$ cat src/rtl/multicycle_controller_pkg.sv
// Shared types and encodings for the multicycle RV32I-subset controller:
// FSM states, opcodes, ALU operations and datapath mux selects.
package mc_pkg;

    typedef enum logic [3:0] {
        FETCH,
        DECODE,
        MEMADR,
        MEMREAD,
        MEMWB,
        MEMWRITE,
        EXECR,
        EXECI,
        ALUWB,
        BRANCH,
        ILLEGAL
    } state_t;

    localparam logic [6:0] OP_LOAD   = 7'b0000011;
    localparam logic [6:0] OP_STORE  = 7'b0100011;
    localparam logic [6:0] OP_RTYPE  = 7'b0110011;
    localparam logic [6:0] OP_ITYPE  = 7'b0010011;
    localparam logic [6:0] OP_BRANCH = 7'b1100011;

    localparam logic [2:0] F3_ADD = 3'b000;
    localparam logic [2:0] F3_BEQ = 3'b000;
    localparam logic [2:0] F3_BNE = 3'b001;
    localparam logic [6:0] F7_ADD = 7'b0000000;
    localparam logic [6:0] F7_SUB = 7'b0100000;

    localparam logic [3:0] ALU_ADD = 4'b0000;
    localparam logic [3:0] ALU_SUB = 4'b0001;

    localparam logic [1:0] SRC_A_PC    = 2'b00;
    localparam logic [1:0] SRC_A_OLDPC = 2'b01;
    localparam logic [1:0] SRC_A_RS1   = 2'b10;

    localparam logic [1:0] SRC_B_RS2  = 2'b00;
    localparam logic [1:0] SRC_B_IMM  = 2'b01;
    localparam logic [1:0] SRC_B_FOUR = 2'b10;

    localparam logic [1:0] RES_ALUOUT  = 2'b00;
    localparam logic [1:0] RES_MEMDATA = 2'b01;
    localparam logic [1:0] RES_ALU     = 2'b10;

    // beq takes the branch on equality, bne on inequality
    function automatic logic branch_taken(input logic [2:0] funct3, input logic zero);
        return (funct3 == F3_BNE) ? !zero : zero;
    endfunction

endpackage

$ cat src/rtl/multicycle_controller_if.sv
// Bundle between the controller and the shared datapath: instruction/status
// inputs to the controller and every select and enable it drives back.
interface multicycle_controller_if;

    logic [31:0] instr;
    logic        zero;
    logic        mem_ready;

    logic        mem_req;
    logic        mem_write;
    logic        adr_src;
    logic        ir_write;
    logic        pc_write;
    logic        reg_write;
    logic [1:0]  alu_src_a;
    logic [1:0]  alu_src_b;
    logic [1:0]  result_src;
    logic [3:0]  alu_op;
    logic        illegal;

    modport master (
        input  instr, zero, mem_ready,
        output mem_req, mem_write, adr_src, ir_write, pc_write, reg_write,
               alu_src_a, alu_src_b, result_src, alu_op, illegal
    );

    modport slave (
        output instr, zero, mem_ready,
        input  mem_req, mem_write, adr_src, ir_write, pc_write, reg_write,
               alu_src_a, alu_src_b, result_src, alu_op, illegal
    );

endinterface

$ cat src/rtl/multicycle_controller_alu_decode.sv
// Combinational ALU decode: picks the ALU operation for the current state and
// flags funct3/funct7 combinations the core does not implement.
module mc_alu_decode
    import mc_pkg::*;
(
    input  state_t     state,
    input  logic [2:0] funct3,
    input  logic [6:0] funct7,
    output logic [3:0] alu_op,
    output logic       legal
);

    always_comb begin
        alu_op = ALU_ADD;
        legal  = 1'b1;
        case (state)
            EXECR: begin
                if ({funct7, funct3} == {F7_ADD, F3_ADD}) begin
                    alu_op = ALU_ADD;
                end else if ({funct7, funct3} == {F7_SUB, F3_ADD}) begin
                    alu_op = ALU_SUB;
                end else begin
                    legal = 1'b0;
                end
            end
            EXECI: begin
                legal = (funct3 == F3_ADD);
            end
            // Branch compares rs1 - rs2 even when funct3 turns out illegal
            BRANCH: begin
                alu_op = ALU_SUB;
                legal  = (funct3 == F3_BEQ) || (funct3 == F3_BNE);
            end
            default: begin
                alu_op = ALU_ADD;
                legal  = 1'b1;
            end
        endcase
    end

endmodule

$ cat src/rtl/multicycle_controller.sv
// Multicycle control FSM: sequences fetch/decode/execute/memory/writeback over
// a shared datapath and drives every mux select and write enable.
module multicycle_controller
    import mc_pkg::*;
(
    input  logic                     clk,
    input  logic                     reset,
    multicycle_controller_if.master  bus
);

    state_t      state_q;
    state_t      state_d;

    logic [6:0]  opcode;
    logic [2:0]  funct3;
    logic [6:0]  funct7;
    logic [3:0]  dec_alu_op;
    logic        dec_legal;
    logic        unused_instr_fields;

    logic        mem_req;
    logic        mem_write;
    logic        adr_src;
    logic        ir_write;
    logic        pc_write;
    logic        reg_write;
    logic [1:0]  alu_src_a;
    logic [1:0]  alu_src_b;
    logic [1:0]  result_src;
    logic [3:0]  alu_op;
    logic        illegal;

    assign opcode = bus.instr[6:0];
    assign funct3 = bus.instr[14:12];
    assign funct7 = bus.instr[31:25];
    assign unused_instr_fields = ^{bus.instr[24:15], bus.instr[11:7]};

    mc_alu_decode u_alu_decode (
        .state  (state_q),
        .funct3 (funct3),
        .funct7 (funct7),
        .alu_op (dec_alu_op),
        .legal  (dec_legal)
    );

    // Memory states only advance on mem_ready; ILLEGAL only leaves via reset
    always_comb begin
        state_d = state_q;
        case (state_q)
            FETCH:    state_d = bus.mem_ready ? DECODE : FETCH;
            DECODE: begin
                case (opcode)
                    OP_LOAD, OP_STORE: state_d = MEMADR;
                    OP_RTYPE:          state_d = EXECR;
                    OP_ITYPE:          state_d = EXECI;
                    OP_BRANCH:         state_d = BRANCH;
                    default:           state_d = ILLEGAL;
                endcase
            end
            MEMADR:   state_d = (opcode == OP_LOAD) ? MEMREAD : MEMWRITE;
            MEMREAD:  state_d = bus.mem_ready ? MEMWB : MEMREAD;
            MEMWB:    state_d = FETCH;
            MEMWRITE: state_d = bus.mem_ready ? FETCH : MEMWRITE;
            EXECR:    state_d = dec_legal ? ALUWB : ILLEGAL;
            EXECI:    state_d = dec_legal ? ALUWB : ILLEGAL;
            ALUWB:    state_d = FETCH;
            BRANCH:   state_d = dec_legal ? FETCH : ILLEGAL;
            ILLEGAL:  state_d = ILLEGAL;
            default:  state_d = FETCH;
        endcase
    end

    always_ff @(posedge clk) begin
        if (reset) begin
            state_q <= FETCH;
        end else begin
            state_q <= state_d;
        end
    end

    always_comb begin
        mem_req    = 1'b0;
        mem_write  = 1'b0;
        adr_src    = 1'b0;
        ir_write   = 1'b0;
        pc_write   = 1'b0;
        reg_write  = 1'b0;
        alu_src_a  = SRC_A_PC;
        alu_src_b  = SRC_B_RS2;
        result_src = RES_ALUOUT;
        alu_op     = ALU_ADD;
        illegal    = 1'b0;
        case (state_q)
            // PC+4 is computed every fetch cycle but only committed on ready
            FETCH: begin
                mem_req    = 1'b1;
                adr_src    = 1'b0;
                alu_src_a  = SRC_A_PC;
                alu_src_b  = SRC_B_FOUR;
                result_src = RES_ALU;
                ir_write   = bus.mem_ready;
                pc_write   = bus.mem_ready;
            end
            DECODE: begin
                alu_src_a = SRC_A_OLDPC;
                alu_src_b = SRC_B_IMM;
            end
            MEMADR: begin
                alu_src_a = SRC_A_RS1;
                alu_src_b = SRC_B_IMM;
            end
            MEMREAD: begin
                mem_req = 1'b1;
                adr_src = 1'b1;
            end
            MEMWB: begin
                result_src = RES_MEMDATA;
                reg_write  = 1'b1;
            end
            MEMWRITE: begin
                mem_req   = 1'b1;
                mem_write = 1'b1;
                adr_src   = 1'b1;
            end
            EXECR: begin
                alu_src_a = SRC_A_RS1;
                alu_src_b = SRC_B_RS2;
                alu_op    = dec_alu_op;
            end
            EXECI: begin
                alu_src_a = SRC_A_RS1;
                alu_src_b = SRC_B_IMM;
                alu_op    = dec_alu_op;
            end
            ALUWB: begin
                result_src = RES_ALUOUT;
                reg_write  = 1'b1;
            end
            // Target sits in ALUOut from DECODE; ALU is busy comparing
            BRANCH: begin
                alu_src_a  = SRC_A_RS1;
                alu_src_b  = SRC_B_RS2;
                alu_op     = dec_alu_op;
                result_src = RES_ALUOUT;
                pc_write   = dec_legal & branch_taken(funct3, bus.zero);
            end
            ILLEGAL: begin
                illegal = 1'b1;
            end
            default: begin
                illegal = 1'b0;
            end
        endcase
    end

    assign bus.mem_req    = mem_req;
    assign bus.mem_write  = mem_write;
    assign bus.adr_src    = adr_src;
    assign bus.ir_write   = ir_write;
    assign bus.pc_write   = pc_write;
    assign bus.reg_write  = reg_write;
    assign bus.alu_src_a  = alu_src_a;
    assign bus.alu_src_b  = alu_src_b;
    assign bus.result_src = result_src;
    assign bus.alu_op     = alu_op;
    assign bus.illegal    = illegal;

endmodule

$ cat src/flat_wrapper.sv
// flat-port wrapper written by rule: the top's interface ports become plain ports
module multicycle_controller_flat import mc_pkg::*;
  (clk, reset, bus_instr, bus_zero, bus_mem_ready, bus_mem_req, bus_mem_write, bus_adr_src, bus_ir_write, bus_pc_write, bus_reg_write, bus_alu_src_a, bus_alu_src_b, bus_result_src, bus_alu_op, bus_illegal);
  multicycle_controller_if bus_i ();
  input  logic clk;
  input  logic reset;
  input wire logic [$bits(bus_i.instr)-1:0] bus_instr;
  input wire logic [$bits(bus_i.zero)-1:0] bus_zero;
  input wire logic [$bits(bus_i.mem_ready)-1:0] bus_mem_ready;
  output wire logic [$bits(bus_i.mem_req)-1:0] bus_mem_req;
  output wire logic [$bits(bus_i.mem_write)-1:0] bus_mem_write;
  output wire logic [$bits(bus_i.adr_src)-1:0] bus_adr_src;
  output wire logic [$bits(bus_i.ir_write)-1:0] bus_ir_write;
  output wire logic [$bits(bus_i.pc_write)-1:0] bus_pc_write;
  output wire logic [$bits(bus_i.reg_write)-1:0] bus_reg_write;
  output wire logic [$bits(bus_i.alu_src_a)-1:0] bus_alu_src_a;
  output wire logic [$bits(bus_i.alu_src_b)-1:0] bus_alu_src_b;
  output wire logic [$bits(bus_i.result_src)-1:0] bus_result_src;
  output wire logic [$bits(bus_i.alu_op)-1:0] bus_alu_op;
  output wire logic [$bits(bus_i.illegal)-1:0] bus_illegal;
  assign bus_i.instr = bus_instr;
  assign bus_i.zero = bus_zero;
  assign bus_i.mem_ready = bus_mem_ready;
  assign bus_mem_req = bus_i.mem_req;
  assign bus_mem_write = bus_i.mem_write;
  assign bus_adr_src = bus_i.adr_src;
  assign bus_ir_write = bus_i.ir_write;
  assign bus_pc_write = bus_i.pc_write;
  assign bus_reg_write = bus_i.reg_write;
  assign bus_alu_src_a = bus_i.alu_src_a;
  assign bus_alu_src_b = bus_i.alu_src_b;
  assign bus_result_src = bus_i.result_src;
  assign bus_alu_op = bus_i.alu_op;
  assign bus_illegal = bus_i.illegal;
  multicycle_controller u_core (.clk(clk), .reset(reset), .bus(bus_i));
endmodule
$ cat config.mk
export PLATFORM = sky130hd
export DESIGN_NAME = multicycle_controller_flat
export DESIGN_NICKNAME = d
export VERILOG_FILES = /design/src/rtl/multicycle_controller_pkg.sv /design/src/rtl/multicycle_controller_if.sv /design/src/rtl/multicycle_controller_alu_decode.sv /design/src/rtl/multicycle_controller.sv /design/src/flat_wrapper.sv
export SDC_FILE = /design/constraint.sdc
export NUM_CORES = 1
export LEC_CHECK = 0
export CAP_MARGIN = 10
export CORE_MARGIN = 2
export CORE_UTILIZATION = 33
export CTS_CLUSTER_SIZE = 20
export DETAILED_ROUTE_END_ITERATION = 6
export MAX_ROUTING_LAYER = met4
export PLACE_DENSITY = 0.8
export SYNTH_ARGS = -nofsm -noshare
export SYNTH_HDL_FRONTEND = slang
export SYNTH_SLANG_ARGS = --single-unit
$ cat constraint.sdc
create_clock -name clk -period 2.6 [get_ports clk]
set_clock_uncertainty 0.2 [all_clocks]
set_input_delay 0.52 -clock clk [delete_from_list [all_inputs] [get_ports clk]]
set_output_delay 0.52 -clock clk [all_outputs]
set_load 0.1 [all_outputs]
# Yosys cells after proc, flatten, opt, wreduce, memory -nomap -nowiden
# Index checks and enable logic that the tools add are counted.
[op_classes]
n_addsub = 0
mul = 0
div = 0
n_lt_le_gt_ge = 0
n_eq_ne = 17
n_shift = 0
n_mux = 26
n_bitwise = 1
reduce_logical = 13
[op_table]
columns = ["operator", "n"]
rows = [
  ["$pmux 4 s8", 1],
  ["$eq 4x3->1 const B", 4],
  ["$pmux 4 s4", 1],
  ["$eq 7x6->1 const B", 2],
  ["$mux 1", 13],
  ["$eq 4x4->1 const B", 3],
  ["$pmux 2 s2", 3],
  ["$eq 10x9->1 const B", 1],
  ["$logic_not 10->1", 1],
  ["$mux 3", 3],
  ["$reduce_or 3->1", 3],
  ["$eq 4x2->1 const B", 2],
  ["$reduce_or 2->1", 4],
  ["$eq 7x2->1 const B", 1],
  ["$eq 7x5->1 const B", 1],
  ["$eq 7x7->1 const B", 1],
  ["$eq 4x1->1 const B", 1],
  ["$logic_not 4->1", 1],
  ["$mux 4", 1],
  ["$pmux 1 s2", 2],
  ["$reduce_or 4->1", 1],
  ["$eq 3x1->1 const B", 1],
  ["$logic_not 3->1", 1],
  ["$pmux 1 s3", 1],
  ["4 further kinds", 4],
]
[word_totals]
register_bits = 4
latch_bits = 0
mem_bits_rw = 0
romBits = 0
input_bits = 36
out_inout_bits = 17
wordCells = 58
memories = 0

# Logic depth before layout (Yosys ltp)
# Gate-level depths: netlist (run 1).
[depth]
depth_word = 6
mapped_depth = 6
mapped_depth_nobuf = 4

# Hierarchy
# From an unflattened synthesis (run 1), not the netlist that was laid out.
[hier_totals]
cells_unflattened = 96
hier_area_um2 = 688.2
[by_module_without_submodules]
columns = ["module", "n_inst", "cells_per_inst", "area_each_um2"]
rows = [
  ["multicycle_controller", 1, 79, 573.0],
  ["mc_alu_decode", 1, 17, 115.1],
]

# Worst setup path after synthesis (run 1)
# OpenSTA, ideal clock, no wires.
[synth_path]
kind = "register -> output"
from = "reg u_core.state_q[3]"
to = "out bus_pc_write"
t_arrival_ps = 5405
required_time_ps = 1880
setup_slack_ps = -3525
path_stages_with_launch = 5
n_path_buf = 1
path_cell_list = "dfxtp_1 -> buf_2 -> nor4_1 -> and2_1 -> a31o_1"
[synth_via]
elab_chain_len = 4
word_cells_on_any_way = 7
classes_between = "eq/ne (3); mux (2); bitwise (1); reduce/logical (1)"
[synth_lines]
columns = ["item", "line", "source"]
rows = [
  ["start, declared", "multicycle_controller.sv:11", "state_t state_q;"],
  ["start signal, assigned", "multicycle_controller.sv:77", "state_q <= state_d;"],
  ["$eq 4x4->1 / $eq 4x3->1 (equally long branches)", "multicycle_controller_alu_decode.sv:16, multicycle_controller.sv:93", ""],
  ["$pmux 1 s3", "multicycle_controller_alu_decode.sv:16", "case (state)"],
  ["$and 1x1->1", "multicycle_controller.sv:145", "pc_write = dec_legal & branch_taken(funct3, bus.zero);"],
  ["$pmux 1 s2 *", "multicycle_controller.sv:93", "case (state_q)"],
  ["end, declared", "flat_wrapper.sv:14", "output wire logic [$bits(bus_i.pc_write)-1:0] bus_pc_write;"],
]
# Mark *: on every way between the ends. The rest lies on a longest branch, timed or not.

# Worst setup path after layout (run 1)
[layout_path]
from = "in bus_instr[31]"
to = "out bus_pc_write"
[layout_via]
elab_chain_len = 6
word_cells_on_any_way = 7
classes_between = "eq/ne (1); mux (4); bitwise (1); reduce/logical (1)"
[layout_lines]
columns = ["item", "line", "source"]
rows = [
  ["start, declared", "flat_wrapper.sv:7", "input wire logic [$bits(bus_i.instr)-1:0] bus_instr;"],
  ["$eq 10x9->1", "multicycle_controller_alu_decode.sv:20", "end else if ({funct7, funct3} == {F7_SUB, F3_ADD}) begin"],
  ["$mux 1", "multicycle_controller_alu_decode.sv:20", ""],
  ["$mux 1 *", "multicycle_controller_alu_decode.sv:18", "if ({funct7, funct3} == {F7_ADD, F3_ADD}) begin"],
  ["$pmux 1 s3 *", "multicycle_controller_alu_decode.sv:16", ""],
  ["$and 1x1->1 *", "multicycle_controller.sv:145", ""],
  ["$pmux 1 s2 *", "multicycle_controller.sv:93", ""],
]
# Marked as above.

==> results of run 1 <==
[tightest hold or removal path: cells and delay by family, from the launching register on]
family / cells / cell delay (ps)
AND/OR/NAND/NOR: 2 / 140
AO/OA/AOI/OAI: 1 / 120
flip-flops: 1 / 340
buffers and inverters: 1 / 140
[per-stage QoR]
stage / util [%] / hold WS [ps] / std cells / setup WS [ps]
detailed placement: 64.4 / 571 / 160 / -217
floorplan: - / 460 / 98 / -815
finish: 68.0 / 588 / 166 / 61.0
CTS: 67.1 / 583 / 165 / 44.0
global route: 68.0 / 651 / 166 / 13.2
global placement: 64.4 / 560 / 160 / -160
[cell type report]
type / instances / area [µm²]
multi-input combinational: 79 / 583
tap: 27 / 33.8
timing repair buffer: 49 / 582
sequential: 4 / 83.8
inverter: 4 / 15.0
fill: 146 / 622
clock buffer: 3 / 22.5
[worst paths after layout]
check | end | slack [ps]
min reg2reg | u_core.state_q[1] | 590
min | u_core.state_q[1] | 590
max | bus_pc_write | 60
max reg2reg | u_core.state_q[1] | 620
[per-layer routing]
| metal | global-route usage (%) | vias to the layer above | share of wire (%) |
|---|---|---|---|
| met5 | - | - | 0 |
| met4 | 8.57 | 0 | 1.9 |
| met3 | 3.99 | 4 | 4.6 |
| met2 | 35.6 | 33 | 56 |
| met1 | 20.6 | 417 | 37 |
| li1 | - | 430 | - |
[kinds of logic after synthesis]
logic type	synth area share, %
other	0.562
buffers and inverters	13.1
AOI/OAI and AO/OA	31.0
xor gates and xnor gates	3.94
DFF	12.0
and+or+nand+nor	39.4
[placed cells by master (no fill, tap or decap), types with 3 or more instances in the layout]
| cell | Yosys | final |
|---|---|---|
| a21oi_1 | 7 | 7 |
| clkbuf_4 | 0 | 3 |
| nor2_1 | 11 | 6 |
| nor2_2 | 0 | 5 |
| inv_1 | 3 | 3 |
| conb_1 | 1 | 3 |
| buf_12 | 0 | 14 |
| xnor2_1 | 3 | 3 |
| dfxtp_2 | 0 | 3 |
| o21ai_0 | 5 | 5 |
| nand2b_1 | 7 | 7 |
| nand2_1 | 4 | 4 |
| o21a_1 | 3 | 3 |
| clkdlybuf4s50_1 | 0 | 11 |
| buf_4 | 7 | 15 |
| dlygate4sd2_1 | 0 | 9 |
| nor3b_1 | 3 | 3 |
[what timing repair did]
item                                    in CTS  in global routing
pin swaps                                    4                  2
endpoints found under the setup margin       2                  1
setup buffers                                2                  1
gates resized for setup                     14                  2
==> key figures, run 1 <==
Outcome
  • Status: completed

Synthesis
  • Top cells by area, synth: dfxtp_1 12%, buf_4 7.9%, nand2b_1 6.6%, nor2_1 6.2%, a21oi_1 5.3%
  • Synthesized flop and latch total: 4
  • YS warnings: 0
  • Yosys top cell area share: 12.0%
  • Synth cell types: 41
  • Synth Cell Area: 667 µm²
  • Most frequent cell after synthesis: nor2_1
  • Number of synthesized flops with an enable pin: 0
  • Asr flop ratio synth: 0%
  • Syn Inst Count: 96
  • Largest area contributor in the netlist: dfxtp_1
  • Sequential area share after synthesis: 12.0%
  • Most frequent cells after synthesis: 11 x nor2_1, 7 x a21oi_1, 7 x buf_4, 7 x nand2b_1, 5 x o21ai_0
  • Top FF cell, synth: dfxtp_1
  • Mean Syn Cell Area: 6.95 µm²

Setup path
  • Crit. End Element: output pin
  • CP Buf/Inv Count: 2
  • Critical path class: input port to output pin
  • Slowest stage delay, CP: 290 ps
  • Worst Path Arrival: 1820 ps
  • Worst r2r src: u_core.state_q[2]
  • CP Data Required Time: 1880 ps
  • WP depth: 6
  • CP max FO: 2
  • CP Cell Sequence: dlygate4sd2_1, nor4_2, and4_1, a221o_1, a31o_4, buf_12
  • Setup crit start kind: input port
  • Critical-path top delay cell: nor4_2
  • Cells on worst reg2reg path: 7
  • Worst Setup SP: bus_instr[31]
  • Crit path max-delay family: simple AND/OR/NAND/NOR gates

Hold path
  • Hold path depth: 4
  • Type of the most critical hold path: flop to flop
  • Worst hold start: u_core.state_q[0]

Clocking
  • CTS tree: yes
  • Clock Path Buffers: 2
  • CTS buffer count: 3
  • CTS Sinks: 4
  • # H-tree levels: 1
  • Worst skew pair latency: 230 ps
  • Hold buffer count at cts: 0
  • CTS root buf: clkbuf_4
  • Register clock-pin slew on the reported worst setup and hold paths: 40 ps

Global routing
  • Total track usage: 19.7%
  • Largest net degree at the start of global routing: 17
  • Number of global-route vias before repair: 834
  • Total global routing overflow: 0
  • First-pass GRT wire length: 3570 µm
  • Initial antenna violation count: 0

Final layout
  • Ant. Diodes: 0
  • Area Overhead vs Synth: 97.9%
  • Post-layout net count: 177
  • Layout cells sized above 1: 37.4%
  • Max reg flops: 4
  • Largest Register: u_core.state_q
  • Largest registers: u_core.state_q x4
  • Post-Layout Inst Area: 1320 µm²

Drt
  • Total number of vias: 884
  • Via density: 5.33
  • Routed WL: 2250 µm
  • Pre-antenna DRT Iters: 4
  • Final ANT Viol Nets: 0
  • DRC viols: 0
  • Routed wire per std cell: 13.5 µm
  • DRT iter0 DRCs: 14

STA
  • Final slew viol count: 0
  • # setup viols final: 0
  • Fin crit share: 97.7%
  • Achievable clock frequency: 0.394 GHz
  • Fin crit period: 2540 ps
  • RSZ-0062 raised after global routing: no
  • Final hold vios: 0
  • Setup_tns: 0 ps

Floorplan
  • Initial core utilization: 34.3%
  • Die X: 49.0 µm
  • Die H: 49.0 µm
  • Row Count: 16
  • Core area: 1940 µm²
  • I/O pin total: 53
  • Die area: 2400 µm²

Placed design
  • IO buf count: 34
  • Final GP Congestion: 0.829
  • HPWL Detailed: 1800 µm
  • Area after DPL: 1250 µm²

Job
  • # Max-Cap Violations: 0
Power of run 1 is left out: the tool's default activity adds up to more than one toggle a clock period on the data nets, which glitch-free logic cannot reach.
==> run 2, diff against run 1 <==
- ABC_AREA: default -> 0
==> results of run 2 <==
The final DEF is identical to that of run 1; final timing and power are the same.
Power of run 2 is left out for the same reason.
==> run 3, diff against run 2 <==
- CORE_MARGIN: 2 -> default
==> key figures, run 3 (synthesized netlist as in run 1, its figures left out) <==
Placed design
  • HPWL Detailed: 1630 µm
  • Inst Count DP: 158
  • Worst Setup Slack post-DPL: -176 ps
  • IO buf count: 34
  • Final GP Congestion: 0.865

Final layout
  • Most frequent cells in the layout: 14 x buf_12, 14 x buf_4, 11 x clkdlybuf4s50_1
  • Max reg flops: 4
  • Layout cells sized above 1: 37.4%
  • Final cell count without fillers: 164
  • Post-layout net count: 177
  • Area Overhead vs Synth: 98.1%
  • Ant. Diodes: 0
  • Largest Register: u_core.state_q
  • Largest registers: u_core.state_q x4
  • Fill cell count: 132

STA
  • Final hold vios: 0
  • # setup viols final: 0
  • RSZ-0062 raised after global routing: no
  • Worst setup margin: 64.0 ps
  • Achievable clock frequency: 0.394 GHz
  • Fin crit period: 2540 ps
  • Final slew viol count: 0
  • Fin crit share: 97.5%

Clocking
  • CTS Sinks: 4
  • Hold buffer count at cts: 0
  • CTS root buf: clkbuf_4
  • # H-tree levels: 1
  • Register clock-pin slew on the reported worst setup and hold paths: 40 ps
  • Worst skew pair latency: 240 ps
  • Clock Path Buffers: 2
  • CTS buffer count: 3
  • CTS tree: yes

Floorplan
  • I/O pin total: 53
  • Row Count: 15
  • Die H: 47.0 µm
  • Core area: 1800 µm²
  • Initial core utilization: 37.0%
  • Die area: 2200 µm²
  • Die X: 47.0 µm

Drt
  • Routed WL: 2150 µm
  • Final ANT Viol Nets: 0
  • Via density: 5.38
  • DRT iter0 DRCs: 12
  • DRC viols: 0
  • Total number of vias: 882
  • Routed wire per std cell: 13.1 µm
  • Pre-antenna DRT Iters: 4

Global routing
  • Largest net degree at the start of global routing: 18
  • Total global routing overflow: 0
  • Total track usage: 22.4%
  • First-pass GRT wire length: 3420 µm
  • Number of global-route vias before repair: 842
  • Initial antenna violation count: 0

Setup path
  • Crit. End Element: output pin
  • Setup crit start kind: flop
  • CP max FO: 10
  • CP Cell Sequence: and4bb_2, a31oi_1, a221o_1, a31o_4, buf_12
  • Critical-path top delay cell: dfxtp_2
  • Slowest stage delay, CP: 440 ps
  • Critical path class: flop to output pin
  • Worst Path Arrival: 1820 ps
  • CP Data Required Time: 1880 ps

Hold path
  • Type of the most critical hold path: flop to flop

Outcome
  • Status: completed

Job
  • # Max-Cap Violations: 0
## run 3: cell count changes in the layout (fill, tap and decap cells not counted), sizes merged
| cell | previous run | this run |
|---|---|---|
| clkdlybuf4s15 | 0 | 2 |
| dlygate4sd2 | 9 | 7 |
## run 3: layout make-up
| class | instances | area [µm²] | area share, % |
|---|---|---|---|
| timing repair buffer | 49 | 588 | 44.5 |
| multi-input combinational | 79 | 581 | 43.9 |
| sequential | 4 | 83.8 | 6.34 |
| tap | 25 | 31.3 | 2.37 |
| clock buffer | 3 | 22.5 | 1.70 |
| inverter | 4 | 15.0 | 1.14 |
## run 3: layer usage
layer | part of all wire (%) | wire length (µm) | global-route usage, %
met1 | 41 | 876 | 25.2
met2 | 54 | 1150 | 40.6
met3 | 4.7 | 100 | 1.15
met4 | 0.79 | 17 | 9.71
met5 | 0 | 0 | -
## run 3: worst max-delay path, delay by kind of cell, from the launching register on
family                 cells  cell delay (ps)
AO/OA/AOI/OAI              3              660
flip-flops                 1              440
AND/OR/NAND/NOR            1              310
buffers and inverters      1              160
## run 3: final timing paths
check	start	to	slack (ps)	depth (start not counted)
max	u_core.state_q[0]	bus_pc_write	60	5
min	u_core.state_q[2]	u_core.state_q[3]	590	3
max reg2reg	u_core.state_q[0]	u_core.state_q[1]	740	6
min reg2reg	u_core.state_q[2]	u_core.state_q[3]	590	3
## run 3: timing repair
item | 4_1_cts | 5_1_grt
setup buffers | 3 | 0
gates resized for setup | 11 | 8
pin swaps | 5 | 4
setup endpoints to repair | 2 | 2
## run 3: stage by stage
| step | cell area, µm² | util, % | hold slack, ps | TNS (ps) |
|---|---|---|---|---|
| after global routing | 1320 | 73.3 | 616 | 0 |
| after global placement | 1250 | 69.3 | 555 | -215 |
| after CTS | 1300 | 72.0 | 588 | 0 |
| after detailed placement | 1250 | 69.3 | 569 | -226 |
| final | 1320 | 73.3 | 591 | 0 |
| after floorplan | 723 | - | 460 | -2960 |
Power of run 3 is left out for the same reason.
